==> config.mk <==
export PLATFORM = sky130hd
export DESIGN_NAME = fft_ctrl
export DESIGN_NICKNAME = d
export VERILOG_FILES = /design/src/rtl/fft_pkg.sv /design/src/rtl/fft_stage_seq.sv /design/src/rtl/fft_ctrl.sv
export SDC_FILE = /design/constraint.sdc
export NUM_CORES = 1
export LEC_CHECK = 0
export CAP_MARGIN = 20
export CORE_ASPECT_RATIO = 1.5
export CORE_UTILIZATION = 55
export DETAILED_ROUTE_END_ITERATION = 10
export DONT_BUFFER_PORTS = 1
export GPL_TIMING_DRIVEN = 0
export PLACE_DENSITY_LB_ADDON = 0.15
export SYNTH_ARGS = -nofsm -noshare
export SYNTH_HDL_FRONTEND = slang
export SYNTH_HIERARCHICAL = 1
export SYNTH_SLANG_ARGS = --single-unit
==> constraint.sdc <==
create_clock -name clk -period 3.12 [get_ports clk]
set_clock_uncertainty 0.05 [all_clocks]
set_input_delay 0.624 -clock clk [delete_from_list [all_inputs] [get_ports clk]]
set_output_delay 0.624 -clock clk [all_outputs]
set_load 0.02 [all_outputs]
==> src/rtl/fft_pkg.sv <==
// Shared constants and types for the 32-point radix-2 SDF FFT sequencing logic.
package fft_pkg;

   localparam int NPT      = 32;
   localparam int LOG2N    = 5;
   localparam int NSTG     = LOG2N;
   localparam int SORT_LAT = NPT - 1;
   localparam int TW_W     = 4;
   localparam int TW_BUS_W = (NSTG - 1) * TW_W;

   // Per-stage delay-line length D_k and advance offset L_k, element k at index k.
   localparam logic [NSTG-1:0][LOG2N-1:0] STG_D = {5'd1, 5'd2, 5'd4, 5'd8, 5'd16};
   localparam logic [NSTG-1:0][LOG2N-1:0] STG_L = {5'd30, 5'd28, 5'd24, 5'd16, 5'd0};

   // Counter values that matter to the sequencer.
   localparam logic [LOG2N-1:0] CNT_LAST   = LOG2N'(NPT - 1);
   localparam logic [LOG2N-1:0] CNT_FD     = LOG2N'(NPT - 2);
   localparam logic [LOG2N-1:0] FLUSH_LAST = LOG2N'(SORT_LAT - 1);

   typedef enum logic [1:0] {
      IDLE  = 2'd0,
      RUN   = 2'd1,
      FLUSH = 2'd2
   } state_t;

endpackage

==> src/rtl/fft_stage_seq.sv <==
// Combinational map from the global advance counter and fill level to the
// per-stage butterfly/pass selects and twiddle exponents.
module fft_stage_seq
   import fft_pkg::*;
(
   input  logic [LOG2N-1:0]    g,
   input  logic [LOG2N-1:0]    fill,
   output logic [NSTG-1:0]     bf_sel,
   output logic [TW_BUS_W-1:0] tw_exp
);

   // Butterfly mode when the stage is primed and its local count is in the upper half-period.
   always_comb begin : p_bf
      logic [LOG2N-1:0] c;
      c      = '0;
      bf_sel = '0;
      for (int k = 0; k < NSTG; k++) begin
         c         = g - STG_L[k];
         bf_sel[k] = (fill >= STG_L[k]) & c[LOG2N-1-k];
      end
   end

   // Twiddle exponent applies during the pass half; stage 4 is trivially W^0 and not carried.
   always_comb begin : p_tw
      logic [LOG2N-1:0] c;
      c      = '0;
      tw_exp = '0;
      for (int k = 0; k < NSTG - 1; k++) begin
         c = g - STG_L[k];
         if ((fill >= STG_L[k]) && !c[LOG2N-1-k])
            tw_exp[TW_W*k +: TW_W] = TW_W'((c & (STG_D[k] - 1'b1)) << k);
      end
   end

endmodule

==> src/rtl/fft_ctrl.sv <==
// Sequencing controller for the 32-point SDF FFT: accepts the sample stream,
// generates the pipeline advance, stage modes/twiddles, sorter strobes and
// drains the final frame with a flush.
module fft_ctrl
   import fft_pkg::*;
(
   input  logic                clk,
   input  logic                rst,
   input  logic                in_valid,
   input  logic                in_last,
   output logic                in_ready,
   output logic                pipe_en,
   output logic [NSTG-1:0]     bf_sel,
   output logic [TW_BUS_W-1:0] tw_exp,
   output logic                start_sorting,
   output logic                frame_done,
   output logic                err,
   output logic                busy
);

   state_t           state;
   logic [LOG2N-1:0] g;
   logic [LOG2N-1:0] fill;
   logic [LOG2N-1:0] fcnt;
   logic             accept;
   logic             last_ok;

   assign in_ready      = (state != FLUSH);
   assign accept        = in_valid & in_ready;
   assign pipe_en       = accept | (state == FLUSH);
   assign busy          = (state != IDLE);
   assign last_ok       = (g == CNT_LAST);
   assign start_sorting = pipe_en & last_ok & (fill == CNT_LAST);

   fft_stage_seq u_stage_seq (
      .g      (g),
      .fill   (fill),
      .bf_sel (bf_sel),
      .tw_exp (tw_exp)
   );

   // Sequencer state, advance counters and registered sorter/error pulses.
   always_ff @(posedge clk or negedge rst) begin
      if (!rst) begin
         state      <= IDLE;
         g          <= '0;
         fill       <= '0;
         fcnt       <= '0;
         frame_done <= 1'b0;
         err        <= 1'b0;
      end else begin
         frame_done <= pipe_en & (g == CNT_FD) & (fill == CNT_LAST);
         err        <= accept & in_last & ~last_ok;

         if (pipe_en) begin
            g <= g + 1'b1;
            if (fill != CNT_LAST)
               fill <= fill + 1'b1;
         end

         case (state)
            IDLE: begin
               if (accept)
                  state <= RUN;
            end
            RUN: begin
               // A misaligned in_last only raises err; the stream keeps running.
               if (accept && in_last && last_ok) begin
                  state <= FLUSH;
                  fcnt  <= '0;
               end
            end
            FLUSH: begin
               if (fcnt == FLUSH_LAST) begin
                  state <= IDLE;
                  g     <= '0;
                  fill  <= '0;
                  fcnt  <= '0;
               end else begin
                  fcnt <= fcnt + 1'b1;
               end
            end
            default: state <= IDLE;
         endcase
      end
   end

endmodule

Yosys cells after proc, flatten, opt, wreduce, memory -nomap -nowiden:

Index checks and enable logic that the tools add are counted.

* output and inout port bits: 27
* logic and storage cells: 76
* bits in registers: 19
* input port bits: 4

* multiplexer cells: 18
* magnitude comparators: 5
* equality and inequality tests: 11
* bitwise gates (word level): 14
* reduce and logical (&&, ||, !) cells: 15
* add/sub/neg operators: 7

Operator list (count)
* 2-to-1 mux 5 bit: 9
* equality test 5 bit, second input constant: 4
* greater-or-equal comparator 5 bit, second input constant: 4
* 2-to-1 mux 4 bit: 4
* adder 5 x 1 -> 5 bit, second input constant: 3
* AND 1 bit: 12
* case mux 5 bit (2 select lines): 1
* logical AND 1 bit: 6
* 2-to-1 mux 2 bit: 3
* inequality test 2 bit, second input constant: 3
* case mux 2 bit (3 select lines): 1
* greater-or-equal comparator 5 x 1 -> 1 bit, second input constant: 1
* inequality test 5 bit, second input constant: 1
* logical NOT 1 bit: 4
* nonzero test 2 bit: 2
* subtractor 4 x 1 -> 4 bit, second input constant: 1
* AND reduction 3 bit: 1
* subtractor 3 x 1 -> 3 bit, second input constant: 1
* equality test 2 x 1 -> 1 bit, second input constant: 1
* equality test 2 bit, second input constant: 1
* logical NOT 2 bit: 1
* inequality test 2 x 1 -> 1 bit, second input constant: 1
* AND reduction 2 bit: 1
* subtractor 2 x 1 -> 2 bit, second input constant: 1
* other kinds (3): 3

Logic depth before layout (Yosys ltp):

* word-level depth: 6
* gate-level depth with buffers: 7
* gate-level depth less buffers: 7

Modules after synthesis:

The synthesis kept the hierarchy.

Modules (own cells, without submodules)
* fft_ctrl: times used 1, cells an instance 95, area an instance 975.9 µm²
* fft_stage_seq: times used 1, cells an instance 27, area an instance 163.9 µm²

Worst setup path after synthesis:

OpenSTA, ideal clock, no wires.

* kind: register -> output
* start: register g[1]
* end: output start_sorting
* cell stages (with the launch flop): 5
* setup slack: 0.832 ns
* data arrival time: 1.614 ns
* buffers on the path: 0
* cells stage by stage: dfrtp_1 -> ha_1 -> and3_1 -> ha_1 -> nor4b_1

* word-level cells in the longest chain between the ends: 3

Ends and longest elaborated chain
* start, declared: RTL line fft_ctrl.sv:22 `logic [LOG2N-1:0] g;`
* start signal, assigned: RTL line fft_ctrl.sv:56 `g <= g + 1'b1;`
* equality test 5 bit: RTL line fft_ctrl.sv:32 `assign last_ok = (g == CNT_LAST);`
* AND 1 bit (2 in a row): RTL line fft_ctrl.sv:33 `assign start_sorting = pipe_en & last_ok & (fill == CNT_LAST);`
* end, declared: RTL line fft_ctrl.sv:15 `output logic start_sorting,`

Every way passes these cells.

Final worst setup path:

Ends and elaborated chain as after synthesis.

==> results.py <==
metrics = {
    "outcome": {
        "outcome": "finished clean",
    },
    "clock_tree": {
        "cts-root-buf": "clkbuf_4",
        "cts_tree": "yes",
        "post_cts_resized": 0,
        "holdBufCountCts": 1,
        "cts_setup_buffers": 0,
        "insertion_delay_ps": 300,
        "cts_made_buffers": 3,
        "cts_sinks": 19,
        "cts_buffer_depth": 2,
        "cts.clk_slew.worst_paths_ps": 110,
        "h-tree-depth": 1,
    },
    "timing": {
        "timing.setup.tns_ps": 0,
        "worst_pin_slew_ps": 1020,
        "max_slew_margin_pct": 31.2,
        "max_freq_mhz": 349,
        "hold_violations": 0,
        "maxSlewViolCount": 0,
        "grt_setup_unrepaired": "no",
        "finalCritPeriodShare_pct": 91.8,
        "finalCriticalPeriod_ps": 2860,
        "setup_violations": 0,
    },
    "floorplan": {
        "dieWidth_um": 39.2,
        "die_h_um": 57.8,
        "num_rows": 19,
        "die-area_sq_um": 2260,
        "start_util_pct": 60.7,
        "coreArea_sq_um": 1880,
        "ios": 31,
    },
    "global_routing": {
        "grt_max_degree": 20,
        "groute.usage.overall_pct": 21.1,
        "grtUsageMet3_pct": 2.68,
        "grt_pass1_wl_um": 3360,
        "antenna_found_initial": 0,
        "first_global_vias": 763,
        "use_met2_pct": 36.0,
        "overflow": 0,
        "gr-max-usage-layer": "met2",
        "grt_util_met1_pct": 24.8,
    },
    "routing": {
        "drt_iter0_markers": 19,
        "routedWlPerCell_um": 13.5,
        "drc_errors": 0,
        "first_pass_iters": 4,
        "drt.antenna.violating_nets": 0,
        "viasPerCell": 5.76,
        "vias": 882,
        "drt_wl_total_um": 2060,
    },
    "worst_setup_path": {
        "crit_type": "flip-flop to output pin",
        "critPathCaptureType": "output pin",
        "critPathLaunchType": "flip-flop",
        "cp.required_ps": 2450,
        "ff2ff_setup_slack_ps": 1180,
        "worstPathMaxFanout": 8,
        "worstPathArrival_ps": 2190,
    },
    "power": {
        "power_density_nw_per_um2": 920,
        "p_leak_nw": 0.565,
        "peakVddDrop_v": 0.000465,
        "power.total_w": 0.00112,
    },
    "place": {
        "place_congestion": 0.739,
        "dpl.hpwl_um": 1540,
        "io_buffer_count": 0,
    },
    "cells_and_area": {
        "nets": 143,
        "n_fill_cell": 159,
        "register_area_sq_um": 475,
        "drive_above_1_share_pct": 15.2,
        "multi_input_area_sq_um": 597,
        "diodes": 0,
        "synthToLayoutAreaGrowth_pct": 7.13,
    },
    "yosys": {
        "synth_top_cell_by_area": "dfrtp_1",
        "syn_inst": 122,
        "syn_area_sq_um": 1140,
        "ys_top_cells_by_area": "dfrtp_1, ha_1, buf_4, nand2_1, nor2_1",
        "synth_top_area_share_pct": 41.7,
        "ys_seq_elements": 19,
        "synth.distinct_cells": 40,
        "avgSynthCellArea_sq_um": 9.34,
        "ys_warn_count": 6,
        "synth-seq-area-share_pct": 41.7,
    },
    "job": {
        "timing.max_cap.violations": 0,
    },
    "worst_hold_path": {
        "hp-class": "input pin to flip-flop",
    },
}
## synthesized netlist by cell type (all sizes together)
| master | n |
|---|---|
| a211o | 1 |
| a211oi | 4 |
| a21oi | 4 |
| a41oi | 2 |
| and2 | 4 |
| and2b | 2 |
| and3 | 3 |
| and4 | 1 |
| buf | 8 |
| conb | 1 |
| dfrtp | 19 |
| ha | 6 |
| inv | 6 |
| mux2i | 1 |
| nand2 | 12 |
| nand2b | 1 |
| nand3 | 6 |
| nand4 | 2 |
| nor2 | 13 |
| nor2b | 5 |
| nor3 | 5 |
| nor4 | 1 |
| nor4b | 1 |
| o21ai | 5 |
| o21bai | 1 |
| o22ai | 1 |
| o2bb2ai | 1 |
| or2 | 1 |
| or3 | 1 |
| xnor2 | 1 |
| xor2 | 3 |
## power by group
part	switching, W	internal [W]	leakage, nW	total, W
Sequential	0.000155	0.000343	0.228	0.000498
Clock	0.0000750	0.0000498	0.0150	0.000125
Combinational	0.000318	0.000182	0.322	0.000501
## critical path: stages (launching register included)
cell,delay [ps]
dfrtp_1,500
ha_1,200
and3_1,160
ha_1,190
nor4b_1,840
## cells by family after synthesis
| family | share of synthesized area (%) |
|---|---|
| buffers and inverters | 7.57 |
| XOR/XNOR | 3.07 |
| flip-flops | 41.7 |
| multiplexers | 0.878 |
| AO/OA/AOI/OAI | 11.2 |
| adder cells (fa/ha/maj) | 6.59 |
| AND/OR/NAND/NOR | 28.7 |
| other | 0.329 |
## layer usage
layer / routed length [um] / up-vias
met5: 0 / -
li1: - / 431
met3: 65 / 5
met2: 1080 / 21
met1: 883 / 425
met4: 32 / 0
## metrics by stage
stage	hold slack, ps	instance area (sq um)	worst slack, ps	util [%]	std cells
6_report	382	1220	257	65.0	153
5_1_grt	397	1220	132	65.0	153
4_1_cts	377	1220	263	65.0	153
3_5_place_dp	279	1180	603	63.1	148
3_3_place_gp	279	1180	595	63.1	148
2_1_floorplan	278	1160	832	-	127
## flip-flops by register name, indices dropped and copies added (netlist names)
register and cells:
fill 5, state 2, frame_done 1, fcnt 5, g 5, err 1
## cell usage in the layout, fill, tap and decap left out, drive strengths merged, types with 5 or more instances in the layout
cell / instances
o21ai: 5
nand2: 12
nor2: 13
nor2b: 5
inv: 6
nor3: 5
ha: 6
dfrtp: 19
buf: 8
conb: 6
nand3: 6
## cell type report
cell class	instances	share of cell area, %
buffer	8	5.23
clock buffer	4	2.15
inverter	6	1.84
multi-input combinational	94	48.9
sequential	19	38.9
tap	21	2.15
timing repair buffer	1	0.820
## path summary, 6_finish.rpt
path                                from            end  cells after the start
min in group asynchronous            rst        fill[4]                      1
worst min-delay path            in_valid            err                      2
worst min register to register  state[1]       state[0]                      1
worst max register to register      g[1]        fcnt[2]                      7
max in group asynchronous            rst            err                      1
worst max-delay path                g[1]  start_sorting                      4
(Power assumes the default switching activity.)
